--- src/rtl/etapa_busqueda.sv ---
// Instruction fetch stage: program counter plus the IF/ID pipeline register.
// A small FSM tracks start-up, normal flow, hazard stalls and branch flushes,
// and counts the bubbles injected into the decode stage.
module etapa_busqueda #(
    parameter logic [31:0] RESET_PC = 32'h0000_0000,
    parameter logic [31:0] PC_STEP  = 32'd4
) (
    input  logic        reloj,
    input  logic        rst,
    input  logic        stall,
    input  logic        branch_taken,
    input  logic [31:0] branch_target,
    input  logic [31:0] instr_in,
    output logic [31:0] pc_out,
    output logic [31:0] if_id_instr,
    output logic [31:0] if_id_pc4,
    output logic        if_id_valid,
    output logic [1:0]  estado,
    output logic [15:0] burbujas
);

    typedef enum logic [1:0] {
        INICIO   = 2'b00,
        CORRE    = 2'b01,
        DETENIDO = 2'b10,
        VACIADO  = 2'b11
    } state_t;

    state_t state;

    // Address of the next sequential instruction; wraps modulo 2^32.
    logic [31:0] pc_next;
    assign pc_next = pc_out + PC_STEP;

    assign estado = state;

    // Fetch FSM: every output is a register updated here.
    // NOTE: all state uses non-blocking assignments so every register samples
    // the pre-edge values, exactly like the flops they describe.
    always_ff @(posedge reloj or posedge rst) begin
        if (rst) begin
            // NOTE: reset is asynchronous, so the outputs go to their idle
            // values immediately, without waiting for a clock edge.
            state       <= INICIO;
            pc_out      <= RESET_PC;
            if_id_instr <= 32'h0;
            if_id_pc4   <= 32'h0;
            if_id_valid <= 1'b0;
            burbujas    <= 16'h0;
        end else begin
            case (state)
                INICIO: begin
                    // First edge after reset: no fetch yet, the empty slot
                    // counts as a bubble; redirects are ignored here.
                    state <= CORRE;
                    if (burbujas != 16'hFFFF) begin
                        burbujas <= burbujas + 16'd1;
                    end
                end

                default: begin
                    if (branch_taken) begin
                        // Redirect wins over stall: flush the wrong-path
                        // instruction and restart at the word-aligned target.
                        state       <= VACIADO;
                        pc_out      <= {branch_target[31:2], 2'b00};
                        if_id_instr <= 32'h0;
                        if_id_pc4   <= 32'h0;
                        if_id_valid <= 1'b0;
                        if (burbujas != 16'hFFFF) begin
                            burbujas <= burbujas + 16'd1;
                        end
                    end else if (stall) begin
                        // Freeze the PC and the IF/ID register.
                        state <= DETENIDO;
                    end else begin
                        // Capture the current word and advance.
                        state       <= CORRE;
                        if_id_instr <= instr_in;
                        if_id_pc4   <= pc_next;
                        if_id_valid <= 1'b1;
                        pc_out      <= pc_next;
                    end
                end
            endcase
        end
    end

endmodule

--- config.mk ---
export PLATFORM = sky130hd
export DESIGN_NAME = etapa_busqueda
export DESIGN_NICKNAME = d
export VERILOG_FILES = /design/src/rtl/etapa_busqueda.sv
export SDC_FILE = /design/constraint.sdc
export NUM_CORES = 1
export LEC_CHECK = 0
export ABC_AREA = 0
export CAP_MARGIN = 20
export CORE_MARGIN = 3
export CORE_UTILIZATION = 45
export CTS_CLUSTER_SIZE = 10
export DETAILED_ROUTE_END_ITERATION = 12
export GPL_ROUTABILITY_DRIVEN = 0
export GPL_TIMING_DRIVEN = 0
export PLACE_DENSITY = 0.82
export SLEW_MARGIN = 20
export SYNTH_ARGS = -nofsm -noshare
export SYNTH_HDL_FRONTEND = slang
export SYNTH_SLANG_ARGS = --single-unit
export TNS_END_PERCENT = 100
--- constraint.sdc ---
create_clock -name reloj -period 4.7 [get_ports reloj]
set_input_delay 0.94 -clock reloj [delete_from_list [all_inputs] [get_ports reloj]]
set_output_delay 0.94 -clock reloj [all_outputs]
set_load 0.05 [all_outputs]
# Word-level counts from Yosys, hierarchy flattened
# Cells that the tools add are included.
[word_totals]
mem_bits_rw = 0
latch_bits = 0
in_bits = 68
ff_bits = 115
n_memories = 0
mem_bits_ro = 0
[classes]
n_shift = 0
n_bitwise = 1
n_mul = 0
reduce_logical = 3
magnitude_cmp = 0
n_addsub = 2
n_mux = 13
div_mod_pow = 0
eq_ne = 2
[op_table]
columns = ["operator", "n"]
rows = [
  ["32-bit two-way mux", 5],
  ["16-bit two-way mux", 3],
  ["32-bit by 3-bit adder with 32-bit output, second input constant", 1],
  ["16-bit by 1-bit adder with 16-bit output, second input constant", 1],
  ["16-bit inequality test, second input constant", 1],
  ["2-bit two-way mux", 3],
  ["2-bit zero test", 1],
  ["1-bit two-way mux", 2],
  ["2-bit by 1-bit inequality test with 1-bit output, second input constant", 1],
  ["2-bit AND reduction", 1],
  ["2-bit nonzero test", 1],
  ["1-bit inverter", 1],
]

# Logic depth before layout (Yosys ltp)
[depth]
ltp_word = 4
depth_mapped = 7
ltp_nobuf = 6

# Worst setup path after synthesis
# No wires, ideal clock.
[synth_path]
path_type = "input to register"
startpoint = "in branch_taken"
endpoint = "reg pc_out[20]"
arrival_time_ns = 2.102
setup_time_ns = 0.124
stages = 6
path_slack_ns = 2.475
required_time_ns = 4.576
path_cell_list = "clkbuf_1 > clkinv_1 > nand3_1 > clkbuf_1 > nor3_1 > a211o_1"
[synth_between]
elab_chain_len = 2
word_cells_on_any_way = 3
cone_classes = "eq/ne (1); mux (1); reduce/logical (1)"
[synth_lines]
columns = ["item", "line", "source"]
rows = [
  ["start: declaration", "11", "input logic branch_taken,"],
  ["2-bit by 1-bit inequality test with 1-bit output (no source line)", "--", ""],
  ["2-bit AND reduction (no source line)", "--", ""],
  ["end signal: assignment", "66", "pc_out <= {branch_target[31:2], 2'b00};"],
  ["end signal: assignment", "82", "pc_out <= pc_next;"],
  ["end: declaration", "14", "output logic [31:0] pc_out,"],
]
# Several ways; a longest one is shown, not always the timed one.
# A chain may end at the register's enable or synchronous reset.

# Worst setup path in the final report
[layout_path]
startpoint = "reg pc_out[6]"
endpoint = "out pc_out[6]"
# No word-level cell between the ends.

==> impl_metrics.csv <==
group,metric,value,unit
setup_path,path_cells,"clkdlybuf4s50_1",
clocking,cts_tree,"built",
synth,synth_fa_ha_area_share,0.483,%
power,internal_power,1.81,mW
sta,skew,0.0108,ns
floorplanning,dieArea,0.0128,sq mm
finish,final_core_util,67.4,%
placed_design,hpwlAfterDp,10.8,mm
detailed_routing,drtIter0Drc,245,
finish,regArea,0.00280,sq mm
clocking,post_cts_buffers,0,
synth,synth_compound_area_share,17.5,%
finish,multiInputGateArea,0.00219,sq mm
synth,synth_area_leaders,"dfrtp_1, a22o_1, o21ai_0",
synth,synth_edf_count,0,
clocking,clock_latency,0.35,ns
power,p_clk_share,24.6,%
power,p_leak,3.11,nW
setup_path,cp_top_family,"buffers and inverters",
power,finalPower,2.93,mW
placed_design,dp.cells,820,
sta,final_hold_viol_count,0,
finish,antenna_cells,0,
setup_path,startpoint,"pc_out[6]",
synth,synth_top_area_share,54.1,%
sta,max-slew-margin-rel,53.4,%
setup_path,r2r_slack,2.58,ns
setup_path,cp-end-kind,"output port",
detailed_routing,wl_per_cell,17.5,um
sta,worst_slew_pin_slew,0.694,ns
sta,period_share,57.1,%
clocking,cts-htree-levels,3,
setup_path,timing.rr.end,"pc_out[27]",
sta,fin_ws,2.02,ns
placed_design,place_ws,1.68,ns
grt,grt_pass1_wl,23.7,mm
setup_path,r2r-start,"estado[1]",
clocking,cts_hold_buf,0,
clocking,cts_resized,0,
synth,yosys.area_share.xor_xnor,7.11,%
power,power_density,394,mW/mm^2
synth,synthFlopType,"dfrtp_1",
setup_path,worst-path-stages,1,
setup_path,critPathMaxFanout,8,
sta,setup_viol,0,
grt,grt_max_degree,68,
synth,synth_top_family_by_area,"compound AO/OA/AOI/OAI gates",
detailed_routing,routed_wl,14.6,mm
setup_path,worst-endpoint-arrival,1.74,ns
synth,ys_ff_latch,112,
synth,yosysMostFrequentCell,"dfrtp_1",
power,p_sw,1.12,mW
run_status,status,"finished, final reports clean",
finish,area_growth,43.6,%
power,switching_share,38.2,%
finish,fillers,891,
clocking,numClockSinks,112,
sta,finalSetupTns,0,ns
grt,antenna_found_initial,0,
synth,synth_area,0.00518,sq mm
finish,final_cells,836,
setup_path,reg2regPathDepth,6,
synth,synth.distinct_cells,46,
power,vdd_drop_max,0.000241,V
floorplanning,die_width,113,um
synth,ys_seq_area_share,54.1,%
sta,max_freq,373,MHz
detailed_routing,antenna_left,0,
sta,hold_ws,0.482,ns
setup_path,slowest_stage,"clkdlybuf4s50_1",
setup_path,cp-endpoint,"pc_out[6]",
clocking,clk_pin_slew_worst_paths,0.07,ns
detailed_routing,viasPerCell,5.56,
synth,synth_commonest_cells,"dfrtp_1, nand2_1, o21ai_0",
synth,async_flop_share,100,%
grt,grt_overflow,0,
synth,muxShareOfSynthArea,1.02,%
synth,yosysTopAreaCell,"dfrtp_1",
setup_path,max_stage_delay,0.87,ns
floorplanning,start_util,46.9,%
synth,avgSynthCellArea,10.3,sq um
sta,rsz0062_at_grt,"false",
sta,fin_crit,2.68,ns
placed_design,place_area,0.00716,sq mm
floorplanning,die_h,113,um
run,cap_violations,0,
floorplanning,row_count,38,
detailed_routing,dr_total_vias,4651,
grt,grt_pass1_vias,4662,
grt,grt_use_total,22.9,%
setup_path,cp.required,3.76,ns
finish,fin_area,0.00743,sq mm
power,p_seq_share,41.0,%
worst_hold_path,holdCritPathClass,"flop to flop",
clocking,cts_buffers,9,
clocking,cts_max_path_buffers,2,
floorplanning,coreArea,0.0110,sq mm
setup_path,critPathKind,"flop to output port",
sta,finalMaxSlewViolations,0,
floorplanning,ioPinCount,183,
setup_path,cp_num_buf_inv,1,
worst_hold_path,hold_depth,2,
clocking,cts-root-buf,"clkbuf_16",
synth,yosys_warnings,0,
finish,drive_gt1_share,5.46,%
power,p_comb_share,34.4,%
finish,final_nets,761,
detailed_routing,drc,0,
synth,synth-simple-area-share,16.0,%
synth,syn_inst,501,
placed_design,io_buffer_count,177,
setup_path,worst_setup_path_start_kind,"flop",
detailed_routing,drt_first_pass_iters,5,
-- flip-flops by register name, summed over array words and instances (netlist names) --
register,flops
pc_out,30
if_id_instr,32
burbujas,16
if_id_pc4,31
if_id_valid,1
estado,2
-- cell type report --
type | instances | share of cell area (%)
Multi-Input combinational cell | 348 | 29.4
Inverter | 4 | 0.269
Timing Repair Buffer | 178 | 24.2
Tap cell | 140 | 2.36
Clock inverter | 4 | 0.387
Sequential cell | 112 | 37.7
Clock buffer | 12 | 3.32
Buffer | 38 | 2.36
-- power by group through the flow --
stage / clock (mW) / sequential [mW] / combinational (mW)
2_1_floorplan: 0 / 1.58 / 0.254
3_3_place_gp: 0 / 1.21 / 0.993
3_5_place_dp: 0 / 1.21 / 1.01
4_1_cts: 0.727 / 1.20 / 1.01
5_1_grt: 0.778 / 1.22 / 1.06
6_report: 0.721 / 1.20 / 1.01
-- how the worst min path moves through the flow --
stage / startpoint / end / slack (ns)
6_report: if_id_pc4[15] / if_id_pc4[15] / 0.48
5_1_grt: if_id_pc4[16] / if_id_pc4[16] / 0.50
4_1_cts: if_id_pc4[15] / if_id_pc4[15] / 0.49
3_5_place_dp: if_id_pc4[15] / if_id_pc4[15] / 0.47
3_3_place_gp: if_id_pc4[22] / if_id_pc4[22] / 0.46
2_1_floorplan: if_id_valid / if_id_valid / 0.75
-- worst register-to-register path, stage by stage, from the launching register on --
cell and delay [ns]:
dfrtp_1 0.41, or2_2 0.30, clkbuf_1 0.17, o21ai_1 0.41, clkbuf_1 0.45, o21ai_0 0.18
o311ai_1 0.12
-- routing by layer --
layer	share of wire, %	track usage (%)	up-vias
met3	6.7	4.01	18
met2	49	38.0	179
met5	0	0	-
met4	1.6	8.01	0
met1	42	30.4	2253
li1	-	-	2201
-- placed cells by master, fill, tap and decap left out, types with 2 or more instances in the layout --
master and n:
clkdlybuf4s50_1 177, dfrtp_1 112, nand2_1 51, o21ai_0 45, a22o_1 34, nand3_1 33, clkbuf_1 25, xor2_1 22
xnor2_1 20, nand4_1 16, nor2_1 16, and3_1 16, a21oi_1 15, o22ai_1 15, buf_2 11, nor3_1 9
clkbuf_16 9, and2_1 6, a31oi_1 6, a22oi_1 5, and4_1 5, o311ai_1 3, mux2i_1 3, buf_4 3
inv_1 2, o211ai_1 2, o311ai_0 2, o31ai_1 2, inv_6 2, mux2_2 2, nor3b_1 2, ha_1 2
conb_1 2, clkinvlp_4 2
-- logic make-up (layout without fill, tap and decap cells) --
kind of cell    after synthesis  count (layout)
compound gates              137             137
xor+xnor                     42              42
fa+ha+maj                     2               2
buf+inv                      42             236
flops                       112             112
mux                           5               5
other cells                   1               2
simple gates                160             160
(Power assumes the default switching activity.)
